===== src/rtl/alu_nibble_sequencer.sv =====
// Sequential initiator for a 4-bit ALU slice: splits one wide operation into
// nibbles, ripples the carry slice to slice and returns the assembled result.
module alu_nibble_sequencer #(
  parameter int unsigned NIBBLES = 4
) (
  input  logic                   clk,
  input  logic                   rst,
  input  logic                   req_valid,
  output logic                   req_ready,
  input  logic                   req_m1,
  input  logic                   req_m0,
  input  logic [4*NIBBLES-1:0]   req_a,
  input  logic [4*NIBBLES-1:0]   req_b,
  input  logic                   req_cin,
  output logic                   alu_m1,
  output logic                   alu_m0,
  output logic [3:0]             alu_a,
  output logic [3:0]             alu_b,
  output logic                   alu_cin,
  input  logic [3:0]             alu_f,
  input  logic                   alu_cout,
  output logic                   rsp_valid,
  input  logic                   rsp_ready,
  output logic [4*NIBBLES-1:0]   rsp_f,
  output logic                   rsp_cout,
  output logic                   busy
);

  localparam int unsigned W     = 4 * NIBBLES;
  localparam int unsigned OPW   = W - 4;
  localparam int unsigned IDX_W = $clog2(NIBBLES);

  typedef enum logic [1:0] {
    IDLE = 2'd0,
    RUN  = 2'd1,
    DONE = 2'd2
  } state_e;

  state_e             state_q, state_d;
  logic [IDX_W-1:0]   idx_q, idx_d;
  // Only the upper slices need latching; slice 0 goes straight to the ALU.
  logic [OPW-1:0]     a_q, a_d;
  logic [OPW-1:0]     b_q, b_d;
  logic               alu_m1_q, alu_m1_d;
  logic               alu_m0_q, alu_m0_d;
  logic [3:0]         alu_a_q, alu_a_d;
  logic [3:0]         alu_b_q, alu_b_d;
  logic               alu_cin_q, alu_cin_d;
  logic               rsp_valid_q, rsp_valid_d;
  logic [W-1:0]       rsp_f_q, rsp_f_d;
  logic               rsp_cout_q, rsp_cout_d;

  // Next-state and datapath update
  always_comb begin
    state_d     = state_q;
    idx_d       = idx_q;
    a_d         = a_q;
    b_d         = b_q;
    alu_m1_d    = alu_m1_q;
    alu_m0_d    = alu_m0_q;
    alu_a_d     = alu_a_q;
    alu_b_d     = alu_b_q;
    alu_cin_d   = alu_cin_q;
    rsp_valid_d = rsp_valid_q;
    rsp_f_d     = rsp_f_q;
    rsp_cout_d  = rsp_cout_q;

    case (state_q)
      IDLE: begin
        if (req_valid) begin
          a_d       = req_a[W-1:4];
          b_d       = req_b[W-1:4];
          alu_m1_d  = req_m1;
          alu_m0_d  = req_m0;
          alu_a_d   = req_a[3:0];
          alu_b_d   = req_b[3:0];
          alu_cin_d = req_cin;
          idx_d     = '0;
          state_d   = RUN;
        end
      end
      RUN: begin
        for (int i = 0; i < int'(NIBBLES); i++) begin
          if (idx_q == IDX_W'(i)) rsp_f_d[4*i +: 4] = alu_f;
        end
        if (idx_q == IDX_W'(NIBBLES - 1)) begin
          rsp_cout_d  = alu_cout;
          rsp_valid_d = 1'b1;
          state_d     = DONE;
        end else begin
          idx_d     = idx_q + IDX_W'(1);
          alu_cin_d = alu_cout;
          // Present slice idx+1; latched slice i sits at a_q[4*(i-1)].
          for (int i = 1; i < int'(NIBBLES); i++) begin
            if (idx_q == IDX_W'(i - 1)) begin
              alu_a_d = a_q[4*(i-1) +: 4];
              alu_b_d = b_q[4*(i-1) +: 4];
            end
          end
        end
      end
      DONE: begin
        if (rsp_ready) begin
          rsp_valid_d = 1'b0;
          state_d     = IDLE;
        end
      end
      default: begin
        state_d = IDLE;
        idx_d   = '0;
      end
    endcase
  end

  // State and output registers
  always_ff @(posedge clk) begin
    if (rst) begin
      state_q     <= IDLE;
      idx_q       <= '0;
      a_q         <= '0;
      b_q         <= '0;
      alu_m1_q    <= 1'b0;
      alu_m0_q    <= 1'b0;
      alu_a_q     <= '0;
      alu_b_q     <= '0;
      alu_cin_q   <= 1'b0;
      rsp_valid_q <= 1'b0;
      rsp_f_q     <= '0;
      rsp_cout_q  <= 1'b0;
    end else begin
      state_q     <= state_d;
      idx_q       <= idx_d;
      a_q         <= a_d;
      b_q         <= b_d;
      alu_m1_q    <= alu_m1_d;
      alu_m0_q    <= alu_m0_d;
      alu_a_q     <= alu_a_d;
      alu_b_q     <= alu_b_d;
      alu_cin_q   <= alu_cin_d;
      rsp_valid_q <= rsp_valid_d;
      rsp_f_q     <= rsp_f_d;
      rsp_cout_q  <= rsp_cout_d;
    end
  end

  assign req_ready = (state_q == IDLE);
  assign busy      = (state_q != IDLE);
  assign alu_m1    = alu_m1_q;
  assign alu_m0    = alu_m0_q;
  assign alu_a     = alu_a_q;
  assign alu_b     = alu_b_q;
  assign alu_cin   = alu_cin_q;
  assign rsp_valid = rsp_valid_q;
  assign rsp_f     = rsp_f_q;
  assign rsp_cout  = rsp_cout_q;

endmodule


===== config.mk =====
export PLATFORM = sky130hd
export DESIGN_NAME = alu_nibble_sequencer
export DESIGN_NICKNAME = d
export VERILOG_FILES = /design/src/rtl/alu_nibble_sequencer.sv
export SDC_FILE = /design/constraint.sdc
export NUM_CORES = 1
export LEC_CHECK = 0
export BUFFER_PORTS_ARGS = -buffer_cell sky130_fd_sc_hd__buf_2
export CAP_MARGIN = 20
export CORE_MARGIN = 2
export CORE_UTILIZATION = 40
export DETAILED_ROUTE_END_ITERATION = 6
export MAX_ROUTING_LAYER = met4
export PLACE_DENSITY = 0.71
export RECOVER_POWER = 50
export SYNTH_ARGS = -nofsm -noshare
export SYNTH_HDL_FRONTEND = slang
export SYNTH_SLANG_ARGS = --single-unit

===== constraint.sdc =====
create_clock -name clk -period 2.2 [get_ports clk]
set_input_delay 0 -clock clk [delete_from_list [all_inputs] [get_ports clk]]
set_output_delay 0 -clock clk [all_outputs]
set_load 0.005 [all_outputs]

---- Word-level counts from Yosys, hierarchy flattened ----
Cells that the tools add are included.
storage, ports and cells
  register bits after elaboration ......... 57
  input bits .............................. 44
  output and inout port bits .............. 31
  word-level logic and storage cells ...... 67
operators by class
  add/sub/neg operators ................... 1
  equal/unequal tests ..................... 10
  muxes and demuxes ....................... 25
  bitwise logic cells ..................... 1
  reductions and logical operators ........ 15
operators with widths
  operator                                        count
  2-to-1 mux 4 bit                                10
  case mux 4 bit (2 select lines)                 2
  case mux 2 bit (3 select lines)                 2
  AND reduction 3 bit                             4
  2-to-1 mux 2 bit                                5
  AND reduction 2 bit                             5
  != test 2 bit (second input constant)           4
  == test 2 bit (second input constant)           3
  nonzero test 2 bit                              3
  == test 2 x 1 -> 1 bit (second input constant)  2
  zero test 2 bit                                 2
  2-to-1 mux 1 bit                                4
  != test 4 bit (second input constant)           1
  case mux 1 bit (2 select lines)                 2
  AND reduction 4 bit                             1
  adder 2 x 1 -> 2 bit (second input constant)    1
  inverter 1 bit                                  1

---- Logic depth before layout (Yosys ltp) ----
Gate-level depths: netlist of the first run.
  depth in word-level cells ............... 6
  mapped depth ............................ 8
  depth with buffers taken out ............ 6

---- Worst setup path after synthesis of the first run ----
No wires, ideal clock.
  kind .................................... register -> register
  start point ............................. register idx_q[0]
  end point ............................... register alu_a_q[0] (netlist: alu_a[0])
  setup time .............................. 0.132 ns
  arrival time ............................ 1.610 ns
  required time ........................... 2.068 ns
  path slack .............................. 0.458 ns
  cell stages (with the launch flop) ...... 8
  period minus slack after synthesis ...... 1.742 ns
  cells stage by stage .................... dfxtp_1 ha_1 buf_2 buf_1 mux2i_1 nor2_1 a2111oi_2 nor3_1
between the ends
  cells in the longest elaborated chain, start to end .. 5
  elaborated cells between the ends (all ways) .. 11
ends and longest elaborated chain
  element                          line  text
  from (decl)                      40    logic [IDX_W-1:0] idx_q, idx_d;
  from (signal assigned)           132   idx_q <= idx_d;
  == test 2 x 1 -> 1 bit           95    if (idx_q == IDX_W'(i - 1)) begin
  2-to-1 mux 4 bit (2 in series)   95
  2-to-1 mux 4 bit                 86    if (idx_q == IDX_W'(NIBBLES - 1)) begin
  case mux 4 bit (2 select lines)  68    case (state_q)
  to (signal assigned)             137   alu_a_q <= alu_a_d;
  to (decl)                        46    logic [3:0] alu_a_q, alu_a_d;
Several ways; a longest one is shown, not always the timed one. The select of a mux whose other input is x is not followed.
A chain may end at the register's enable or synchronous reset.

---- Worst setup path in the final report of the first run ----
Same ends and word-level chain as after synthesis.

==> summary.txt, run 1 <==
Worst setup path
  – Startpoint Class: register
  – R2R cell count: 6
  – Crit. End Element: register
  – R2r setup slk: 0.28 ns
  – Worst path required time: 2.46 ns
  – Arr. time, crit path: 2.18 ns
  – Worst setup path category: reg -> reg
  – Largest fanout on the critical path: 9

Final layout
  – Ant diodes: 0
  – Final instance area: 3370 um^2
  – # fillers: roughly 570
  – Final core occ: 0.566
  – Layout area overhead: 36.6%
  – Non-Filler Instances: between 400 and 500
  – # nets final: about 460
  – Layout cells sized above 1: 0.197

Place
  – RePlAce Congestion: 0.768
  – DPL Wire Length: 4.06 mm
  – DP Area: ~2900 um^2
  – Dpl cells: 435
  – Dpl ws: ~0.22 ns
  – Buffers on Ports: 74

Floorplanning
  – Die area: 6810 um^2
  – Num ports: 75
  – Core area: 5960 um^2
  – Die X: 82.5 um
  – DIE HEIGHT: 82.5 um
  – Starting density of the core: 0.414
  – Row cnt: 28

Power and ir drop
  – Pwr Total: 2.39 mW
  – Peak VDD IR: around 0.45 mV
  – Leak: 1.36 nW
  – PD cells: 711 nW/um^2

Logic synthesis
  – Post-Syn Area: about 2500 um^2
  – Yosys cell types: 27
  – Seq/Total Area, Yosys: 0.463
  – Synthesized netlist cell count: 303
  – Mapped Nets: 352
  – Synthesized area per cell: ~8.1 um^2
  – Yosys reg bits: 57
  – Yosys warnings: 0

Flow run
  – Max-Cap Viols: 0

Timing
  – Worst hold slack: 0.00533 ns
  – Fin crit share: 0.873
  – Slew headroom: 0.420
  – Setup TNS: 0 ns
  – Clock skew: 0.00510 ns
  – Final hold vios: 0
  – Max frequency: between 0.5 and 0.6 GHz
  – Slew @ Worst Pin: 0.870 ns
  – Final-report max-slew violation count: 0
  – RSZ-0062 raised after global routing: no
  – Final worst slack: 0.280 ns
  – Final Setup Violations: 0
  – Tmin final: 1.92 ns

Clock tree
  – CTS Root Cell: clkbuf_8
  – H-tree Lvls: 3
  – Clock tree from TritonCTS: built
  – CTS buffer count: 9
  – Clk sinks: 57
  – Longest Clk Path Bufs: 2
  – Worst-Skew Late Latency: 0.34 ns
  – Clk slew on worst S/H paths: approximately 0.06 ns
  – Setup Buffers After CTS: 0

Global routing
  – First-pass GRT wire length: about 10 mm
  – Initial antenna violation count: 0
  – Largest net degree at the start of global routing: 58
  – Total GRT Usage: 0.203
  – Vias in the first global route: 2350
  – Remaining global-route overflow: 0

Route
  – Vias per inst: a little under 5
  – Post-DR wirelength/cell: between 10 and 15 um
  – Via count: 2397
  – DR pass1 iterations: 5
  – # DRC: 0
  – WL final: 6.24 mm
  – Final ANT Viol Nets: 0
  – Drt initial violations: roughly 110

Hold path
  – Hold crit path type: in -> reg
  – Hold depth: 3

Outcome
  – Status: finished, final reports clean
layout make-up:
cell class	count	area, um^2	area share
Sequential cell	57	1140	0.339
Inverter	4	15.0	0.00446
Multi-Input combinational cell	219	1200	0.357
Clock inverter	4	45.0	0.0134
Timing Repair Buffer	116	739	0.220
Clock buffer	11	131	0.0390
Tap cell	75	93.8	0.0279
sequential cells by signal, indices dropped and copies added (netlist names), 2 cells and up:
signal	flops
a_q	12
alu_a	4
alu_b	4
b_q	12
idx_q	2
rsp_f	16
state_q	2
critical path: stages (launching register included):
cell and delay, ns:
dfxtp_1 0.44, inv_1 0.10, ha_1 0.30, or3b_2 0.57, nor2_1 0.18, a2111oi_2 0.05
nor3_1 0.20
final timing paths:
check | startpoint | to
setup / recovery | idx_q[0]$_SDFFE_PP0P_ | alu_a[0]$_SDFFE_PP0P_
hold / removal | req_a[2] | alu_a[2]$_SDFFE_PP0P_
setup reg to reg | idx_q[0]$_SDFFE_PP0P_ | alu_a[0]$_SDFFE_PP0P_
hold reg to reg | b_q[8]$_SDFFE_PP0P_ | b_q[8]$_SDFFE_PP0P_
kinds of logic after synthesis:
| family | Yosys count | share of synthesized area |
|---|---|---|
| simple gates | 143 | 0.253 |
| compound gates | 61 | 0.166 |
| flops | 57 | 0.463 |
| buf+inv | 27 | 0.0528 |
| mux | 9 | 0.0365 |
| fa+ha+maj | 5 | 0.0254 |
| xor+xnor | 1 | 0.00355 |
repair_timing:
| item | CTS | global route |
|---|---|---|
| endpoints found under the hold margin | 48 | 0 |
| endpoints found under the setup margin | 0 | 4 |
| hold buffers | 36 | 0 |
| resized for setup | 0 | 1 |
per-layer routing:
layer / vias to the layer above / share of wire / routed length, um / track usage
met2: 65 / 0.51 / 3180 / 0.364
met5: - / 0 / 0 / -
met3: 7 / 0.053 / 333 / 0.0685
met1: 1092 / 0.43 / 2660 / 0.210
met4: 0 / 0.011 / 69 / 0.0639
li1: 1233 / - / - / -
cell usage in the layout (no fill, tap or decap), types with 4 or more instances in the layout:
| master | netlist | final |
|---|---|---|
| ha_1 | 5 | 5 |
| clkbuf_1 | 11 | 27 |
| a2111oi_2 | 8 | 8 |
| dfxtp_1 | 57 | 57 |
| dlygate4sd3_1 | 0 | 36 |
| and3_1 | 8 | 8 |
| buf_4 | 1 | 4 |
| mux2i_1 | 9 | 9 |
| a21oi_1 | 48 | 48 |
| buf_2 | 8 | 50 |
| inv_1 | 4 | 4 |
| clkbuf_8 | 0 | 9 |
| nand2_1 | 75 | 75 |
| nand3_1 | 17 | 17 |
| nor2_1 | 25 | 25 |
| nor3_1 | 9 | 9 |
synth_stat cells:
master     number  area (um^2)
a2111oi_2       8          120
a21oi_1        48          240
a22oi_1         2         15.0
a311oi_1        1         8.76
and2_1          1         6.26
and3_1          8         50.1
buf_1           1         3.75
buf_2           8         40.0
buf_4           1         7.51
buf_6           2         22.5
clkbuf_1       11         41.3
dfxtp_1        57         1140
ha_1            5         62.6
inv_1           4         15.0
mux2i_1         9         90.1
nand2_1        75          282
nand2b_1        3         18.8
nand2b_4        1         13.8
nand3_1        17         85.1
nor2_1         25         93.8
nor2b_1         2         12.5
nor3_1          9         45.0
o31a_4          1         17.5
o31ai_1         1         7.51
or3b_1          1         8.76
or3b_2          1         8.76
xnor2_1         1         8.76
where the power goes:
part | switching [mW] | internal [mW]
clock | 0.391 | 0.510
sequential | 0.0355 | 1.09
combinational | 0.190 | 0.175
No activity file was read; power rests on OpenSTA's default activity.
==> inputs of run 2 (changes only) <==
Settings changed: CORE_MARGIN 2 to 1, TNS_END_PERCENT from default to 1.
==> summary.txt, run 2 (same netlist as run 1, synthesis figures left out) <==
Outcome
  – Status: finished, final reports clean (unchanged)

Clock tree
  – Clk sinks: 57 (unchanged)
  – Clock tree from TritonCTS: built (unchanged)
  – H-tree Lvls: 3 (unchanged)
  – Setup Buffers After CTS: 0 (unchanged)
  – CTS buffer count: 9 (unchanged)
  – Clk slew on worst S/H paths: 0.06 ns (about the same)
  – CTS Root Cell: clkbuf_8 (unchanged)
  – Longest Clk Path Bufs: 2 (unchanged)
  – Worst-Skew Late Latency: 0.34 ns (about the same)

Power and ir drop
  – Leak: 1.42 nW (was 1.36 nW)
  – Power Internal: 1.85 mW (was 1.78 mW)
  – Combinational share of power: 0.151 (was 0.153)
  – PD cells: 726 nW/um^2 (was 711 nW/um^2)
  – Sequential share of power: 0.456 (was 0.471)
  – Peak VDD IR: 0.456 mV (was 0.448 mV)
  – Psw: 626 uW (was 617 uW)
  – Clock power frac: 0.393 (was 0.377)
  – Sw frac: 0.253 (was 0.258)

Route
  – Vias per inst: 4.90 (was 4.93)
  – DR pass1 iterations: 4 (was 5)
  – Via count: 2376 (was 2397)
  – Final ANT Viol Nets: 0 (unchanged)
  – WL final: 6.11 mm (was 6.24 mm)
  – Post-DR wirelength/cell: 12.6 um (was 12.8 um)
  – # DRC: 0 (unchanged)
  – Drt initial violations: 125 (was 112)

Final layout
  – Max reg flops: 16 (unchanged)
  – Final instance area: 3410 um^2 (was 3370 um^2)
  – Ant diodes: 0 (unchanged)
  – Commonest cells after routing, fill and taps aside: nand2_1, buf_2, dfxtp_1, a21oi_1, dlygate4sd3_1 (was nand2_1, dfxtp_1, buf_2, a21oi_1, dlygate4sd3_1)
  – Commonest non-fill, non-tap cell in the layout: nand2_1 (unchanged)
  – # nets final: 455 (was 456)
  – Layout area overhead: 38.2% (was 36.6%)
  – Final core occ: 0.576 (was 0.566)
  – Layout cells sized above 1: 0.229 (was 0.197)

Flow run
  – Max-Cap Viols: 0 (unchanged)

Global routing
  – Met1 Use GR: 0.238 (was 0.210)
  – Total GRT Usage: 0.210 (was 0.203)
  – Vias in the first global route: 2198 (was 2350)
  – Most crowded layer after global routing: met2 (unchanged)
  – Met3 Track Usage GR: 0.0477 (was 0.0685)
  – Largest net degree at the start of global routing: 28 (was 58)
  – Initial antenna violation count: 0 (unchanged)
  – M2 GR Usage: 0.350 (was 0.364)
  – Remaining global-route overflow: 0 (unchanged)
  – First-pass GRT wire length: 9.94 mm (was 10.1 mm)

Place
  – Buffers on Ports: 74 (unchanged)
  – DP Area: 2880 um^2 (was 2860 um^2)
  – DPL Wire Length: 4.11 mm (was 4.06 mm)
  – RePlAce Congestion: 0.821 (was 0.768)

Worst setup path
  – Crit-path max cell delay: 0.58 ns (was 0.57 ns)
  – Crit path cell chain: nor2b_4 -> buf_12 -> nand2_1 -> a311oi_1 -> dlygate4sd3_1 (was inv_1 -> ha_1 -> or3b_2 -> nor2_1 -> a2111oi_2 -> nor3_1)
  – Startpoint Class: register (unchanged)
  – Crit. End Element: register (unchanged)
  – Cell family contributing the most delay on the critical path: buffers and inverters (was simple AND/OR/NAND/NOR gates)
  – Worst Path Buf+Inv: 2 (was 1)
  – Arr. time, crit path: 2.29 ns (was 2.18 ns)
  – Largest fanout on the critical path: 24 (was 9)
  – Critical path's slowest cell: dlygate4sd3_1 (was or3b_2)
  – Worst setup path category: reg -> reg (unchanged)
  – Worst path required time: 2.48 ns (was 2.46 ns)

Timing
  – Slew @ Worst Pin: 0.878 ns (was 0.870 ns)
  – Slew headroom: 0.415 (was 0.420)
  – RSZ-0062 raised after global routing: no (unchanged)
  – Fin crit share: 0.915 (was 0.873)
  – Clock skew: 0.00661 ns (was 0.00510 ns)
  – Final Setup Violations: 0 (unchanged)
  – Tmin final: 2.01 ns (was 1.92 ns)
  – Final-report max-slew violation count: 0 (unchanged)
  – Final hold vios: 0 (unchanged)
  – Setup TNS: 0 ns (unchanged)
  – Max frequency: 0.497 GHz (was 0.521 GHz)

Floorplanning
  – Starting density of the core: 0.417 (was 0.414)
  – Num ports: 75 (unchanged)
  – Row cnt: 28 (unchanged)
  – Core area: 5920 um^2 (was 5960 um^2)
  – DIE HEIGHT: 80.5 um (was 82.5 um)
  – Die area: 6480 um^2 (was 6810 um^2)
  – Die X: 80.5 um (was 82.5 um)

Hold path
  – Hold crit path type: in -> reg (unchanged)
==> run 2: cell types whose count changed in the layout (fill, tap and decap cells not counted) <==
cell	delta
buf_12	+1
buf_2	+11
buf_4	+1
clkbuf_1	-12
clkbuf_2	-1
clkbuf_8	+2
clkinv_2	-1
dlygate4sd3_1	-2
nor2b_2	-1
nor2b_4	+1
==> run 2: layer usage <==
| metal | vias to the layer above | wire length (um) | part of all wire |
|---|---|---|---|
| met2 | 65 | 3020 | 0.49 |
| met3 | 8 | 296 | 0.048 |
| met5 | - | 0 | 0 |
| met4 | 0 | 106 | 0.017 |
| met1 | 1076 | 2690 | 0.44 |
| li1 | 1227 | - | - |
==> run 2: repair_timing <==
item                                    4_1_cts  5_1_grt
hold buffers                                 34        0
gates resized for setup                       0        2
endpoints found under the setup margin        0        3
endpoints found under the hold margin        45        0
==> run 2: worst paths after layout <==
kind	to	depth (start not counted)	slack, ns	start
worst max-delay path	alu_cin$_SDFFE_PP0P_	5	0.19	state_q[0]$_SDFFE_PP0P_
worst min-delay path	alu_b[1]$_SDFFE_PP0P_	3	0.004	req_b[1]
worst max register to register	alu_cin$_SDFFE_PP0P_	5	0.19	state_q[0]$_SDFFE_PP0P_
worst min register to register	b_q[8]$_SDFFE_PP0P_	2	0.45	b_q[8]$_SDFFE_PP0P_
==> run 2: final cells by class <==
type / instances / area [um^2]
fillers: 556 / 2510
multi-input cells: 219 / 1210
flip-flops and latches: 57 / 1140
repair buffers: 115 / 756
clock buffers: 12 / 155
well taps: 75 / 93.8
clock inverters: 3 / 40.0
inverters: 4 / 15.0
==> run 2: worst min-delay path, delay by kind of cell <==
| kind | cells | cell delay, ns |
|---|---|---|
| AOI/OAI and AO/OA | 1 | 0.05 |
| buffers and inverters | 1 | 0.09 |
| and+or+nand+nor | 1 | 0.14 |
==> run 2: power groups by stage <==
stage / combinational, mW / sequential [mW] / clock (mW)
3_5_place_dp: 0.327 / 1.15 / 0
5_1_grt: 0.416 / 1.13 / 1.04
2_1_floorplan: 0.212 / 1.14 / 0
3_3_place_gp: 0.323 / 1.15 / 0
4_1_cts: 0.376 / 1.13 / 0.986
6_report: 0.375 / 1.13 / 0.972
==> run 2: per-stage QoR <==
step	power [mW]	setup WS, ns	instances	hold slack [ns]
after detailed placement	1.48	0.183	436	0.247
after CTS	2.49	0.100	485	0.00190
after floorplan	1.35	0.458	303	0.136
after global placement	1.47	0.334	436	0.241
final	2.47	0.186	485	0.00413
after global routing	2.59	0.0528	485	0.00872
==> inputs of run 3 (changes only) <==
Settings changed: HOLD_SLACK_MARGIN from default to 0.06.
==> summary.txt, run 3 (same netlist as run 1, synthesis figures left out) <==
Place
  – DPL Wire Length: 4.11 mm (unchanged)
  – DP Area: 2880 um^2 (unchanged)
  – Dpl cells: 436 (unchanged)
  – RePlAce Congestion: 0.821 (unchanged)
  – Dpl ws: 0.183 ns (unchanged)
  – Buffers on Ports: 74 (unchanged)

Clock tree
  – Longest Clk Path Bufs: 2 (unchanged)
  – Clk sinks: 57 (unchanged)
  – Clk slew on worst S/H paths: 0.07 ns (was 0.06 ns)
  – Setup Buffers After CTS: 0 (unchanged)
  – Clock tree from TritonCTS: built (unchanged)
  – CTS buffer count: 9 (unchanged)
  – Worst-Skew Late Latency: 0.34 ns (about the same)
  – H-tree Lvls: 3 (unchanged)
  – CTS Root Cell: clkbuf_8 (unchanged)

Worst setup path
  – Arr. time, crit path: 2.27 ns (was 2.29 ns)
  – Crit. End Element: register (unchanged)
  – Worst r2r src: state_q[0]$_SDFFE_PP0P_ (unchanged)
  – Worst setup path category: reg -> reg (unchanged)
  – Largest fanout on the critical path: 24 (unchanged)
  – Crit. Startpoint: state_q[0]$_SDFFE_PP0P_ (unchanged)
  – Worst path required time: 2.42 ns (was 2.48 ns)
  – Startpoint Class: register (unchanged)

Final layout
  – Layout area overhead: 42.5% (was 38.2%)
  – Commonest non-fill, non-tap cell in the layout: nand2_1 (unchanged)
  – Layout cells sized above 1: 0.214 (was 0.229)
  – Ant diodes: 0 (unchanged)
  – Commonest cells after routing, fill and taps aside: nand2_1, dfxtp_1, buf_2, a21oi_1, dlygate4sd3_1 (was nand2_1, buf_2, dfxtp_1, a21oi_1, dlygate4sd3_1)
  – Max reg flops: 16 (unchanged)
  – Final instance area: 3510 um^2 (was 3410 um^2)
  – # nets final: 466 (was 455)
  – Final core occ: 0.593 (was 0.576)
  – Non-Filler Instances: 496 (was 485)

Route
  – DR pass1 iterations: 4 (unchanged)
  – WL final: 6.21 mm (was 6.11 mm)
  – Vias per inst: 4.88 (was 4.90)
  – Post-DR wirelength/cell: 12.5 um (was 12.6 um)
  – # DRC: 0 (unchanged)
  – Via count: 2422 (was 2376)
  – Final ANT Viol Nets: 0 (unchanged)
  – Drt initial violations: 128 (was 125)

Timing
  – Tmin final: 2.04 ns (was 2.01 ns)
  – Clock skew: 0.00607 ns (was 0.00661 ns)
  – Final Setup Violations: 0 (unchanged)
  – Fin crit share: 0.929 (was 0.915)
  – Worst hold slack: 0.127 ns (was 0.00413 ns)
  – Slew @ Worst Pin: 0.884 ns (was 0.878 ns)
  – Final worst slack: 0.157 ns (was 0.186 ns)
  – Slew headroom: 0.410 (was 0.415)
  – Final hold vios: 0 (unchanged)
  – Final-report max-slew violation count: 0 (unchanged)
  – Max frequency: 0.490 GHz (was 0.497 GHz)
  – RSZ-0062 raised after global routing: no (unchanged)
  – Setup TNS: 0 ns (unchanged)

Global routing
  – Initial antenna violation count: 0 (unchanged)
  – First-pass GRT wire length: 10.1 mm (was 9.94 mm)
  – Vias in the first global route: 2257 (was 2198)
  – Remaining global-route overflow: 0 (unchanged)
  – Total GRT Usage: 0.212 (was 0.210)
  – Largest net degree at the start of global routing: 28 (unchanged)

Flow run
  – Max-Cap Viols: 0 (unchanged)

Power and ir drop
  – Peak VDD IR: 0.461 mV (was 0.456 mV)
  – PD cells: 708 nW/um^2 (was 726 nW/um^2)
  – Pwr Total: 2.49 mW (was 2.47 mW)
  – Leak: 1.46 nW (was 1.42 nW)

Floorplanning
  – Die area: 6480 um^2 (unchanged)
  – Num ports: 75 (unchanged)
  – Row cnt: 28 (unchanged)
  – Die X: 80.5 um (unchanged)
  – Core area: 5920 um^2 (unchanged)
  – Starting density of the core: 0.417 (unchanged)
  – DIE HEIGHT: 80.5 um (unchanged)

Hold path
  – Min-Delay Startpoint: req_valid (was req_b[1])
  – Hold crit path type: in -> reg (unchanged)

Outcome
  – Status: finished, final reports clean (unchanged)
==> run 3: changes by cell type in the layout (fill, tap and decap cells not counted) <==
cell,delta
buf_1,+1
buf_2,-4
clkbuf_1,+3
dlygate4sd3_1,+11
==> run 3: area by class of cell <==
cell class | instances | area (um^2)
Fill cell | 548 | 2410
Multi-Input combinational cell | 219 | 1210
Sequential cell | 57 | 1140
Timing Repair Buffer | 126 | 861
Clock buffer | 12 | 155
Tap cell | 75 | 93.8
Clock inverter | 3 | 40.0
Inverter | 4 | 15.0
==> run 3: critical path, cell delays in order (launching register included) <==
cell and delay (ns):
dfxtp_1 0.55, nor2b_4 0.35, buf_12 0.19, nand2_1 0.12, nand2_1 0.09, a21oi_1 0.06
dlygate4sd3_1 0.57
==> run 3: path summary, 6_finish.rpt <==
path                           endpoint  slack, ns  cells past startpoint
setup / recovery  rsp_f[3]$_SDFFE_PP0P_       0.16                      6
hold / removal    idx_q[0]$_SDFFE_PP0P_       0.13                      4
setup reg to reg  rsp_f[3]$_SDFFE_PP0P_       0.16                      6
hold reg to reg     b_q[8]$_SDFFE_PP0P_       0.45                      2
==> run 3: where the power goes <==
part / internal (mW) / total [mW] / switching [mW] / leakage, nW
sequential: 1.09 / 1.13 / 0.0355 / 0.466
clock: 0.575 / 0.972 / 0.398 / 0.102
combinational: 0.193 / 0.389 / 0.196 / 0.887
total: 1.86 / 2.49 / 0.629 / 1.46
==> run 3: routing by layer <==
metal	routed length (um)	track usage	vias up
met5	0	-	-
met4	93	0.0982	0
met3	265	0.0455	9
met2	3060	0.358	62
met1	2790	0.237	1102
li1	-	-	1249
==> run 3: repair_timing <==
item / 4_1_cts / 5_1_grt
endpoints found under the setup margin: 0 / 5
resized for setup: 0 / 2
endpoints found under the hold margin: 54 / 0
hold buffers: 45 / 0
